==> config.mk <==
export PLATFORM = sky130hd
export DESIGN_NAME = hazard_byp_ctrl
export DESIGN_NICKNAME = d
export VERILOG_FILES = /design/src/rtl/hazard_byp_ctrl.sv
export SDC_FILE = /design/constraint.sdc
export NUM_CORES = 1
export LEC_CHECK = 0
export ABC_AREA = 1
export BUFFER_PORTS_ARGS = -buffer_cell sky130_fd_sc_hd__buf_2
export CELL_PAD_IN_SITES_DETAIL_PLACEMENT = 1
export CELL_PAD_IN_SITES_GLOBAL_PLACEMENT = 1
export CORE_UTILIZATION = 35
export DETAILED_ROUTE_END_ITERATION = 16
export GPL_TIMING_DRIVEN = 0
export PLACE_DENSITY_LB_ADDON = 0.15
export SYNTH_ARGS = -nofsm -noshare
export SYNTH_HDL_FRONTEND = slang
export SYNTH_SLANG_ARGS = --single-unit
==> constraint.sdc <==
create_clock -name clk -period 1.61 [get_ports clk]
set_clock_uncertainty 0.1 [all_clocks]
set_input_delay 0.2415 -clock clk [delete_from_list [all_inputs] [get_ports clk]]
set_output_delay 0.2415 -clock clk [all_outputs]
set_load 0.1 [all_outputs]
==> src/rtl/hazard_byp_ctrl.sv <==
// hazard_byp_ctrl: hazard detection and bypass control for the 5-stage pipeline.
//
// Tracks the destination of in-flight instructions in a small shadow pipeline.
// Produces registered bypass selects for the EX source muxes. Detects load-use
// hazards and inserts a single bubble. Distributes per-stage stall enables,
// folding in data-memory stalls and branch flushes.
//
// Ports:
//   clk, rst                 clock, asynchronous active-high reset
//   p0_addr_ID, p1_addr_ID   source registers of the instruction in ID
//   re0_ID, re1_ID           ID instruction reads source port 0 / 1
//   dst_addr_ID, we_ID       ID instruction destination / writes RF
//   ld_ID                    ID instruction is a load
//   dm_stall                 data memory not ready, freezes the whole pipeline
//   flush                    taken branch/jump in EX, squashes IF and ID
//   byp{0,1}_{EX,DM}         registered bypass selects, valid for the EX consumer
//   stall_*                  stage register hold enables
//   bubble_ID_EX             ID_EX loads a NOP this cycle
//   lu_stall_cnt             saturating count of load-use bubbles
module hazard_byp_ctrl #(
  parameter int unsigned RF_AW = 4,
  parameter int unsigned CNT_W = 16
) (
  input  logic             clk,
  input  logic             rst,
  input  logic [RF_AW-1:0] p0_addr_ID,
  input  logic [RF_AW-1:0] p1_addr_ID,
  input  logic             re0_ID,
  input  logic             re1_ID,
  input  logic [RF_AW-1:0] dst_addr_ID,
  input  logic             we_ID,
  input  logic             ld_ID,
  input  logic             dm_stall,
  input  logic             flush,
  output logic             byp0_EX,
  output logic             byp0_DM,
  output logic             byp1_EX,
  output logic             byp1_DM,
  output logic             stall_IF_ID,
  output logic             stall_ID_EX,
  output logic             stall_EX_DM,
  output logic             stall_DM_WB,
  output logic             bubble_ID_EX,
  output logic [CNT_W-1:0] lu_stall_cnt
);

  // Shadow of the ID_EX (S1) and EX_DM (S2) stages. The DM_WB stage needs no
  // shadow: the RF is write-before-read, so a WB producer is never bypassed
  // and its fields would never be read. Only S1 needs the load flag, since a
  // load in S2 already forwards from DM.
  logic [RF_AW-1:0] s1_dst_q, s2_dst_q;
  logic             s1_we_q, s1_ld_q, s2_we_q;

  logic m0_s1, m1_s1, m0_s2, m1_s2;
  logic lu;

  always_comb begin
    m0_s1 = re0_ID & s1_we_q & (s1_dst_q == p0_addr_ID) & (p0_addr_ID != '0);
    m1_s1 = re1_ID & s1_we_q & (s1_dst_q == p1_addr_ID) & (p1_addr_ID != '0);
    m0_s2 = re0_ID & s2_we_q & (s2_dst_q == p0_addr_ID) & (p0_addr_ID != '0);
    m1_s2 = re1_ID & s2_we_q & (s2_dst_q == p1_addr_ID) & (p1_addr_ID != '0);
    // A squashed ID instruction cannot cause a load-use stall.
    lu    = (m0_s1 | m1_s1) & s1_ld_q & ~flush;
  end

  always_comb begin
    stall_IF_ID  = 1'b0;
    stall_ID_EX  = 1'b0;
    stall_EX_DM  = 1'b0;
    stall_DM_WB  = 1'b0;
    bubble_ID_EX = 1'b0;
    if (dm_stall) begin
      stall_IF_ID = 1'b1;
      stall_ID_EX = 1'b1;
      stall_EX_DM = 1'b1;
      stall_DM_WB = 1'b1;
    end else if (flush) begin
      bubble_ID_EX = 1'b1;
    end else if (lu) begin
      stall_IF_ID  = 1'b1;
      bubble_ID_EX = 1'b1;
    end
  end

  always_ff @(posedge clk or posedge rst) begin
    if (rst) begin
      s1_dst_q     <= '0;
      s1_we_q      <= 1'b0;
      s1_ld_q      <= 1'b0;
      s2_dst_q     <= '0;
      s2_we_q      <= 1'b0;
      byp0_EX      <= 1'b0;
      byp0_DM      <= 1'b0;
      byp1_EX      <= 1'b0;
      byp1_DM      <= 1'b0;
      lu_stall_cnt <= '0;
    end else if (!dm_stall) begin
      if (bubble_ID_EX) begin
        s1_dst_q <= '0;
        s1_we_q  <= 1'b0;
        s1_ld_q  <= 1'b0;
        byp0_EX  <= 1'b0;
        byp0_DM  <= 1'b0;
        byp1_EX  <= 1'b0;
        byp1_DM  <= 1'b0;
      end else begin
        s1_dst_q <= dst_addr_ID;
        s1_we_q  <= we_ID;
        s1_ld_q  <= ld_ID;
        byp0_EX  <= m0_s1;
        byp0_DM  <= m0_s2;
        byp1_EX  <= m1_s1;
        byp1_DM  <= m1_s2;
      end
      s2_dst_q <= s1_dst_q;
      s2_we_q  <= s1_we_q;
      if (lu && (lu_stall_cnt != '1)) begin
        lu_stall_cnt <= lu_stall_cnt + CNT_W'(1);
      end
    end
  end

endmodule
### Word level (Yosys, flattened, before mapping)

Cells that the tools add are included.

* register bits: 31
* input bits: 20

* add/subtract/negate cells: 1
* eq/ne operators: 5
* muxes and demuxes: 13
* bitwise operators: 17
* reductions and logical operators: 4

Operators with widths (number)
* adder 16 x 1 -> 16 bit (second input constant): 1
* == test 4 bit: 4
* != test 16 bit (second input constant): 1
* bitwise AND 1 bit: 14
* 2-to-1 mux 1 bit: 12
* nonzero test 4 bit: 2
* 2-to-1 mux 4 bit: 1
* NOT 1 bit: 2
* AND reduction 2 bit: 1
* logical AND 1 bit: 1
* bitwise OR 1 bit: 1

### Depth between registers and ports, before layout

Gate-level depths: netlist of the first run.

* word-level depth: 10
* mapped depth: 12
* depth with buffers taken out: 11

### Worst setup path after synthesis of the first run

No wires, ideal clock.

* path type: register to register
* start: register lu_stall_cnt[1]
* end: register lu_stall_cnt[13]
* setup time: 0.121 ns
* arrival: 2.228 ns
* path slack: -0.839 ns
* cell stages (with the launch flop): 10
* path buffers: 1
* clock period less this slack: 2.449 ns
* cells stage by stage: dfrtp_1 ha_1 nand3_1 nor2_2 nand4_1 nor3_2 nor2_4 buf_8 nand2_1 nand2_1

* word-level cells in the longest chain between the ends: 3
* elaborated cells between the ends (all ways): 4
* those cells by class: add/sub: 1; eq/ne: 1; reduce/logical: 2

RTL lines
* from (decl): RTL line 44 `output logic [CNT_W-1:0] lu_stall_cnt`
* from (signal assigned): RTL line 118 `lu_stall_cnt <= lu_stall_cnt + CNT_W'(1);`
* parallel branches: the longest is 3 deep, another holds adder 16 x 1 -> 16 bit

Several ways; the timed one is not identified.
A chain may end at the register's enable or synchronous reset.

### Worst setup path after layout of the first run

* start: register s1_dst_q[2]
* end: output port bubble_ID_EX

* word-level cells in the longest chain between the ends: 9
* elaborated cells between the ends (all ways): 12
* those cells by class: eq/ne: 2; mux: 3; bitwise: 7

RTL lines
* from (decl): RTL line 51 `logic [RF_AW-1:0] s1_dst_q, s2_dst_q;`
* from (signal assigned): RTL line 107 `s1_dst_q <= dst_addr_ID;`
* == test 4 bit, on equally long branches: RTL line 58, 59
* bitwise AND 1 bit, on equally long branches (2 in series): RTL line 58, 59
* bitwise OR 1 bit *: RTL line 63 `lu = (m0_s1 | m1_s1) & s1_ld_q & ~flush;`
* bitwise AND 1 bit * (2 in series): RTL line 63
* 2-to-1 mux 1 bit *: RTL line 79 `end else if (lu) begin`
* 2-to-1 mux 1 bit *: RTL line 77 `end else if (flush) begin`
* 2-to-1 mux 1 bit *: RTL line 72 `if (dm_stall) begin`
* to (decl): RTL line 43 `output logic bubble_ID_EX,`

Every way passes the cells marked *; elsewhere a longest branch is shown, timed or not.

==> results.toml, run 1 <==
[outcome]
outcome = "finished, violations left"
violations = "setup timing"

[cts]
cts-buffers-inserted = 5
clock_latency_ns = 0.28
tritoncts = "built"
cts.sinks = 31
htreeDepth = 2
clk_path_buf_depth = 2
clock_tree.root_cell = "clkbuf_8"
clk_pin_slew_ns = 0.07

[sta]
fin_crit_sh_pct = 126.1
hold_viol_final = 0
slew_viol_final = 0
setup_ws_ns = -0.4204
holdWs_ns = 0.1092
layout_min_cycle_time_ns = 2.030
slew_headroom_pct = 65.33
fmax_mhz = 492.5
worst_pin_slew_ns = 0.5200
finalSetupViolations = 24
setup_tns_ns = -6.085
rsz0062_at_grt = "yes"

[floorplanning]
core_area_um2 = 5608
rows = 27
ios = 45
die_y_um = 78.85
initial_core_util_pct = 36.86
die_area_um2 = 6217
die_w_um = 78.85

[worst_setup_path]
max_stage_delay_ns = 0.40
cp-start-kind = "flop"
crit_chain = "inv_2 > nand2_2 > nand2_2 > nand2_2 > inv_2 > nand3_2 > nand2_4 > nand2_4 > a21oi_4 > buf_12"
reg2reg_from = "s1_dst_q[2]"
cp_max_fo = 3
rr_worst_depth = 14
worst_path_max_delay_cell = "dfrtp_1"
crit_path_end_kind = "primary output"
r2r_end = "lu_stall_cnt[7]"
critPathRequiredTime_ns = 1.27
critPathMostFrequentCell = "nand2_2"
worstPathArrival_ns = 1.69
reg2reg_slack_ns = -0.33
crit_type = "flop to primary output"

[yosys]
yosys.area.top_type = "dfrtp_1"
ys.flop_type = "dfrtp_1"
syn_inst = 272
ys.warnings.count = 0
synth_area_leaders = "dfrtp_1 (38%), nand2_1 (12%), inv_1 (6.5%)"
synth_nets = 293
synth-seq-cells = 31
synth_top_area_share_pct = 37.53
synth_commonest_cells = "nand2_1 (68), inv_1 (36), dfrtp_1 (31)"
yosysSeqAreaShare_pct = 37.53
synth_most_common_cell = "nand2_1"
synth_edf_count = 0
synth_area_um2 = 2067
synth-async-reset-ratio_pct = 100.0
avgSynthCellArea_um2 = 7.599
netlist-cell-type-count = 29

[flow_run]
maxCapViolations = 0

[drt]
wl_per_cell_um = 15.36
num_vias = 2068
viasPerCell = 4.912
first_iter_violations = 53
dr.pass1.iters = 4
routed_wl_um = 6468
drc = 0
antenna_left = 0

[finish]
layout.nets = 369
design_area_um2 = 2923
syn2layout_area_growth_pct = 41.40
final_core_util_pct = 52.12
n_antenna_cell = 0
drive_above_1_share_pct = 41.83
fillers = 710

[worst_hold_path]
hp-class = "primary input to flop"
min_path_cells = 3
hold_end = "s1_we_q"
min_from = "we_ID"

[global_route]
track_usage_pct = 22.71
antenna_found_initial = 0
grt_pass1_wl_um = 10720
grt_remaining_overflow = 0
grt_pass1_vias = 2169
grt_max_degree = 32

[place]
place_hpwl_um = 4462
portBuffers = 44
gp_congestion = 0.7977
placed_cell_area_um2 = 2437

[power]
power_density_nw_per_um2 = 637.6
p_leak_nw = 1.504
power_w = 0.001864
irDropWorstVdd_mv = 0.3930
stage by stage:
step                      instances  setup slack [ns]
after floorplan                 272           -0.3207
after global routing            421           -0.5213
after detailed placement        388           -0.5778
after CTS                       416           -0.4139
after global placement          388           -0.5366
final                           421           -0.4204
sequential cells by signal (all words and copies together) (netlist names):
| register | cells |
|---|---|
| byp0_DM | 1 |
| s1_dst_q | 4 |
| s1_we_q | 1 |
| s2_we_q | 1 |
| byp1_EX | 1 |
| byp0_EX | 1 |
| s1_ld_q | 1 |
| s2_dst_q | 4 |
| byp1_DM | 1 |
| lu_stall_cnt | 16 |
repair_timing:
action,4_1_cts,5_1_grt
gates cloned,2,0
endpoints found under the hold margin,0,11
buffers inserted,18,3
resized for setup,31,14
hold buffers,0,1
setup endpoints to repair,24,29
pin swaps,21,9
area by class of cell:
class                      count  area, um^2  share of cell area, %
buffer                        10       80.08                  2.740
sequential                    31       800.8                  27.40
multi-input combinational    190        1182                  40.45
timing repair buffer          69       515.5                  17.64
tap                           72       90.09                  3.082
clock buffer                   8       100.1                  3.425
inverter                      41       153.9                  5.265
power by group:
group	internal, W	total, W	leakage, nW	switching, W
Combinational	0.000126	0.000343	1.12	0.000217
Sequential	0.000804	0.000833	0.335	0.0000287
Clock	0.000390	0.000688	0.0515	0.000298
logic make-up (layout without fill, tap and decap cells):
group / Yosys count / count (layout) / synth area share, %
AOI/OAI and AO/OA: 33 / 33 / 10.47
xor gates and xnor gates: 14 / 14 / 5.932
DFF: 31 / 31 / 37.53
and+or+nand+nor: 142 / 142 / 34.62
buffers and inverters: 51 / 128 / 10.84
adders and majority gates: 1 / 1 / 0.6052
worst max path at each step:
stage / startpoint / end / slack [ns] / cells past startpoint
final: s1_dst_q[2] / bubble_ID_EX / -0.42 / 10
after global routing: s1_dst_q[0] / bubble_ID_EX / -0.52 / 8
after CTS: s1_dst_q[2] / bubble_ID_EX / -0.41 / 10
after detailed placement: s1_dst_q[1] / bubble_ID_EX / -0.58 / 9
after global placement: s1_dst_q[1] / bubble_ID_EX / -0.54 / 9
after floorplan: lu_stall_cnt[0] / lu_stall_cnt[13] / -0.32 / 9
cells in the final DEF (no fill, tap or decap), types with 3 or more instances in the layout:
cell type,netlist,routed
nand2_1,68,58
buf_2,2,42
inv_1,36,31
nor2_1,28,27
buf_4,3,20
nand3_2,10,16
o21bai_1,16,16
dfrtp_1,31,15
dfrtp_2,0,14
nand2_2,0,8
nand4_1,8,8
xnor2_1,8,8
inv_2,3,7
a21oi_1,7,7
nand3_1,14,7
clkbuf_8,0,7
xor2_1,6,6
buf_6,1,5
o21ai_0,9,5
o21ai_1,0,4
clkbuf_1,2,3
clkinv_1,2,3
nor2_4,1,3
nand2_4,1,3
nor3_1,3,3
worst max-delay path, delay by kind of cell (launching register included):
family	cells	cell delay, ns
AOI/OAI and AO/OA	1	0.22
and+or+nand+nor	6	0.44
DFF	1	0.40
buffers and inverters	3	0.33
layer usage:
metal	vias to the layer above	track usage (%)	wire [um]
met2	40	40.09	3235
li1	1012	-	-
met4	0	7.273	84
met1	1007	28.29	2903
met3	9	3.448	244
met5	-	0	0
Note: power is estimated with default switching activity, not from simulation.
==> inputs of run 2 (changes only) <==
--- a/config.mk
+++ b/config.mk
@@ -6,11 +6,11 @@
 export NUM_CORES = 1
 export LEC_CHECK = 0
 export ABC_AREA = 1
-export BUFFER_PORTS_ARGS = -buffer_cell sky130_fd_sc_hd__buf_2
 export CELL_PAD_IN_SITES_DETAIL_PLACEMENT = 1
 export CELL_PAD_IN_SITES_GLOBAL_PLACEMENT = 1
-export CORE_UTILIZATION = 35
+export CORE_UTILIZATION = 41
 export DETAILED_ROUTE_END_ITERATION = 16
+export DONT_BUFFER_PORTS = 1
 export GPL_TIMING_DRIVEN = 0
 export PLACE_DENSITY_LB_ADDON = 0.15
 export SYNTH_ARGS = -nofsm -noshare
==> run 2 against run 1 <==
Against the previous run:
- the flow still finishes with violations (setup timing)
- register-to-register slack got worse by 0.13 ns
- largest power group unchanged
- cell area decreased by 8.3%
- first-iteration DRC count is 72% higher
- critical path type unchanged
- sequential share of layout area rose by 3.5 points
- wire length decreased by 3.9%
- combinational power decreased by 21%
- die area shrank 14%
- worst setup slack got worse by 0.30 ns
- utilization grew 3.9 points
==> results.toml, run 2 (synthesis gave the netlist of run 1 again) <==
[cts]
tritoncts = "built"
clk_path_buf_depth = 2
clock_latency_ns = 0.29
htreeDepth = 2
cts.sinks = 31
clock_tree.root_cell = "clkbuf_8"
clk_pin_slew_ns = 0.07
cts-buffers-inserted = 5

[floorplanning]
rows = 25
die_w_um = 73
die_area_um2 = 5329
die_y_um = 73
core_area_um2 = 4786
initial_core_util_pct = 43.19
ios = 45

[worst_setup_path]
crit_path_end_kind = "primary output"
worstPathArrival_ns = 1.99
crit_path_start = "s1_dst_q[2]"
reg2reg_from = "s1_dst_q[2]"
cp_max_fo = 7
crit_type = "flop to primary output"
cp-start-kind = "flop"
cp-endpoint = "bubble_ID_EX"
critPathRequiredTime_ns = 1.27
rr_worst_depth = 10
r2r_end = "byp0_EX"
reg2reg_slack_ns = -0.46

[finish]
largest-register = "lu_stall_cnt"
syn2layout_area_growth_pct = 29.72
final_common_cell = "nand2_1"
seq_area_um2 = 829.5
n_antenna_cell = 0
top_regs = "lu_stall_cnt x16, s1_dst_q x4, s2_dst_q x4"
largest_reg_flops = 16
drive_above_1_share_pct = 34.11
mostFrequentLayoutCells = "nand2_1 (61), inv_1 (29), nor2_1 (24)"
multi_input_area_um2 = 1205
fillers = 584
layout.nets = 322
fin_cells = 369

[sta]
layout_min_cycle_time_ns = 2.331
hold_viol_final = 0
setup_tns_ns = -10.54
finalSetupViolations = 24
fmax_mhz = 428.9
rsz0062_at_grt = "yes"
holdWs_ns = 0.009569
fin_crit_sh_pct = 144.8
worst_pin_slew_ns = 0.8950
setup_ws_ns = -0.7213
slew_headroom_pct = 40.33
slew_viol_final = 0

[place]
place_hpwl_um = 4125
dp_worst_setup_slack_ns = -0.6163
gp_congestion = 0.8099
portBuffers = 0
post-place-cells = 339

[drt]
num_vias = 1919
drc = 0
viasPerCell = 5.201
routed_wl_um = 6218
dr.pass1.iters = 4
antenna_left = 0
first_iter_violations = 91
wl_per_cell_um = 16.85

[flow_run]
maxCapViolations = 0

[global_route]
grt_pass1_wl_um = 9929
grt_remaining_overflow = 0
track_usage_pct = 24.85
grt_pass1_vias = 2003
grt_max_degree = 32
antenna_found_initial = 0

[worst_hold_path]
min_from = "dst_addr_ID[2]"
min_path_cells = 2
hp-class = "primary input to flop"

[power]
power_w = 0.001941
power_density_nw_per_um2 = 723.7
p_leak_nw = 1.333
irDropWorstVdd_mv = 0.4682

[outcome]
violations = "setup timing"
outcome = "finished, violations left"
==> run 2: cell count changes in the layout (fill, tap and decap cells not counted), sizes merged <==
cell         delta
clkbuf          -3
clkinv          +1
buf            -48
dlygate4sd3     +2
bufinv          +1
==> run 2: how the worst min path moves through the flow <==
stage                            endpoint  slack, ns
after global routing      lu_stall_cnt[4]       0.02
after detailed placement          s1_we_q       0.30
final                         s1_dst_q[2]       0.01
after floorplan                   byp0_DM       0.24
after CTS                     s1_dst_q[2]       0.02
after global placement            s1_we_q       0.29
==> run 2: power breakdown <==
| part | switching (W) | internal [W] | total [W] |
|---|---|---|---|
| logic | 0.000181 | 0.0000894 | 0.000271 |
| registers | 0.0000335 | 0.000803 | 0.000836 |
| clock network | 0.000332 | 0.000501 | 0.000833 |
| total | 0.000547 | 0.00139 | 0.00194 |
==> run 2: area by class of cell <==
cell class              instances  area share (%)
clock buffers                   6           3.080
repair buffers                 22           8.026
multi-input cells             190           44.94
flip-flops and latches         31           30.94
plain buffers                  10           2.846
clock inverters                 2           1.307
inverters                      41           5.740
well taps                      67           3.126
==> run 2: timing repair <==
item / CTS / global route
hold buffers: 2 / 1
pin swaps: 28 / 9
cloned: 1 / 0
gates resized for setup: 30 / 17
endpoints found under the hold margin: 2 / 31
setup buffers: 16 / 4
endpoints found under the setup margin: 24 / 29
==> run 2: metrics by stage <==
stage,area [um^2],util [%]
2_1_floorplan,2127,-
3_3_place_gp,2211,46.20
3_5_place_dp,2211,46.20
4_1_cts,2613,54.59
5_1_grt,2681,56.03
6_report,2681,56.03
==> run 2: layer usage <==
layer | wire length [um] | track usage [%]
met5 | 0 | 0
met2 | 3215 | 42.80
met3 | 161 | 4.420
met1 | 2757 | 31.80
met4 | 83 | 6.972
==> run 2: worst max-delay path, stage by stage (launching register included) <==
cell and delay (ns):
dfrtp_1 0.41, inv_2 0.08, nand2_2 0.05, nand2_2 0.05
nand2_1 0.04, inv_1 0.06, nand3_2 0.10, nand2_4 0.11
nand2_4 0.06, a21oi_4 0.71
==> inputs of run 3 (changes only) <==
--- a/config.mk
+++ b/config.mk
@@ -11,8 +11,8 @@
 export CORE_UTILIZATION = 41
 export DETAILED_ROUTE_END_ITERATION = 16
 export DONT_BUFFER_PORTS = 1
-export GPL_TIMING_DRIVEN = 0
 export PLACE_DENSITY_LB_ADDON = 0.15
+export SETUP_SLACK_MARGIN = 0.1
 export SYNTH_ARGS = -nofsm -noshare
 export SYNTH_HDL_FRONTEND = slang
 export SYNTH_SLANG_ARGS = --single-unit
==> run 3 against run 2 <==
Against the previous run:
- the run still ends with setup timing left
- global-route usage is 0.63 points higher
- via count is 4.3% higher
- die area stayed put
- critical path type unchanged
- cell area is 5.2% higher
- final cell count is 8.1% higher
- sequential power hardly changed
- critical endpoint unchanged
- first-iteration DRC count is 3.3% higher
- largest power group unchanged
==> results.toml, run 3 (synthesis gave the netlist of run 1 again) <==
[outcome]
outcome = "finished, violations left"
violations = "setup timing"

[floorplanning]
initial_core_util_pct = 43.19
rows = 25
die_y_um = 73
ios = 45
die_w_um = 73
die_area_um2 = 5329
core_area_um2 = 4786

[global_route]
grt_pass1_wl_um = 10200
grt_max_degree = 32
antenna_found_initial = 0
grt_remaining_overflow = 0
grt_pass1_vias = 2050
track_usage_pct = 25.48

[power]
p_leak_nw = 1.450
power_density_nw_per_um2 = 607.0
irDropWorstVdd_mv = 0.5026

[drt]
routed_wl_um = 6463
first_iter_violations = 94
drc = 0
num_vias = 2002
dr.pass1.iters = 4
viasPerCell = 5.018
antenna_left = 0
wl_per_cell_um = 16.20

[sta]
fin_crit_sh_pct = 125.2
worst_pin_slew_ns = 0.5571
rsz0062_at_grt = "yes"
slew_viol_final = 0
slew_headroom_pct = 62.74
fmax_mhz = 496.1
layout_min_cycle_time_ns = 2.016
setup_tns_ns = -5.797
setup_ws_ns = -0.4056
hold_viol_final = 0
finalSetupViolations = 24

[finish]
fillers = 616
syn2layout_area_growth_pct = 36.50
largest-register = "lu_stall_cnt"
top_regs = "lu_stall_cnt x16, s1_dst_q x4, s2_dst_q x4"
mostFrequentLayoutCells = "nand2_1 (60), buf_4 (50), inv_1 (32)"
layout.nets = 352
drive_above_1_share_pct = 36.75
seq_area_um2 = 800.8
final_common_cell = "nand2_1"
largest_reg_flops = 16
n_antenna_cell = 0
fin_cells = 399
multi_input_area_um2 = 1167

[worst_setup_path]
worstPathArrival_ns = 1.67
reg2reg_slack_ns = -0.33
critPathRequiredTime_ns = 1.27
r2r_end = "lu_stall_cnt[12]"
crit_path_start = "s1_dst_q[1]"
reg2reg_from = "s1_dst_q[1]"
crit_chain = "inv_2 > nand2_2 > nand2_2 > nor2_4 > nand3_4 > nand2_4 > nand2_4 > a21oi_4 > buf_12"
worst_path_max_delay_cell = "dfrtp_1"
rr_worst_depth = 12
crit_path_end_kind = "primary output"
crit_type = "flop to primary output"
cp-start-kind = "flop"
max_stage_delay_ns = 0.43
cp-endpoint = "bubble_ID_EX"
cp_max_fo = 7

[worst_hold_path]
min_path_cells = 2
hp-class = "primary input to flop"

[cts]
clk_path_buf_depth = 2
htreeDepth = 2
clock_latency_ns = 0.28
cts.sinks = 31
cts-buffers-inserted = 5
clock_tree.root_cell = "clkbuf_8"
tritoncts = "built"
clk_pin_slew_ns = 0.07

[place]
portBuffers = 0
place_hpwl_um = 4365
post-place-cells = 376
gp_congestion = 0.8661
dp_worst_setup_slack_ns = -0.2181

[flow_run]
maxCapViolations = 0
[run 3: cell types whose count changed in the layout (fill, tap and decap cells not counted), sizes merged]
cell / delta
bufinv: -1
dlygate4sd3: +2
inv: +1
buf: +30
clkinv: -2
[run 3: area by class of cell]
type / instances / area share (%)
tap: 67 / 2.971
timing repair buffer: 62 / 18.98
multi-input combinational: 190 / 41.37
clock buffer: 8 / 2.838
sequential: 31 / 28.38
inverter: 41 / 5.455
[run 3: how the worst min path moves through the flow]
stage	slack [ns]	startpoint	endpoint
after floorplan	0.24	rst	byp0_DM
after global placement	0.14	rst	s2_dst_q[0]
after detailed placement	0.15	rst	s1_dst_q[0]
after CTS	0.003	dm_stall	s2_dst_q[1]
after global routing	0.02	dm_stall	lu_stall_cnt[7]
final	0.01	dm_stall	lu_stall_cnt[7]
[run 3: timing repair]
item / in CTS / in global routing
setup endpoints to repair: 28 / 28
resized for setup: 7 / 17
buffers inserted: 5 / 5
gates cloned: 0 / 1
hold buffers: 4 / 1
pin swaps: 3 / 11
hold endpoints to repair: 41 / 1
[run 3: per-layer routing]
layer | global-route usage (%) | vias to the layer above | share of wire (%)
met5 | 0 | - | 0
met4 | 8.715 | 0 | 1.5
met3 | 4.144 | 9 | 4.3
met2 | 42.18 | 47 | 50
met1 | 33.65 | 973 | 45
li1 | - | 973 | -
[run 3: where the power goes]
part	switching, W	internal (W)	leakage [nW]
Sequential	0.0000298	0.000804	0.335
Clock	0.000300	0.000307	0.0395
Combinational	0.000166	0.000106	1.08
Total	0.000496	0.00122	1.45
[run 3: critical path, delay by kind of cell, from the launching register on]
kind                   cells  cell delay, ns
AOI/OAI and AO/OA          1            0.15
and+or+nand+nor            6            0.50
buffers and inverters      2            0.29
DFF                        1            0.43
[run 3: metrics by stage]
step                      cell area [um^2]  power, W  utilization (%)  hold WS (ns)
after CTS                             2700  0.001689            56.42      0.002929
after floorplan                       2136  0.001048                -        0.2441
final                                 2821  0.001713            58.95       0.01156
after global placement                2515  0.001061            52.55        0.1449
after detailed placement              2515  0.001071            52.55        0.1502
after global routing                  2821  0.001777            58.95       0.01528
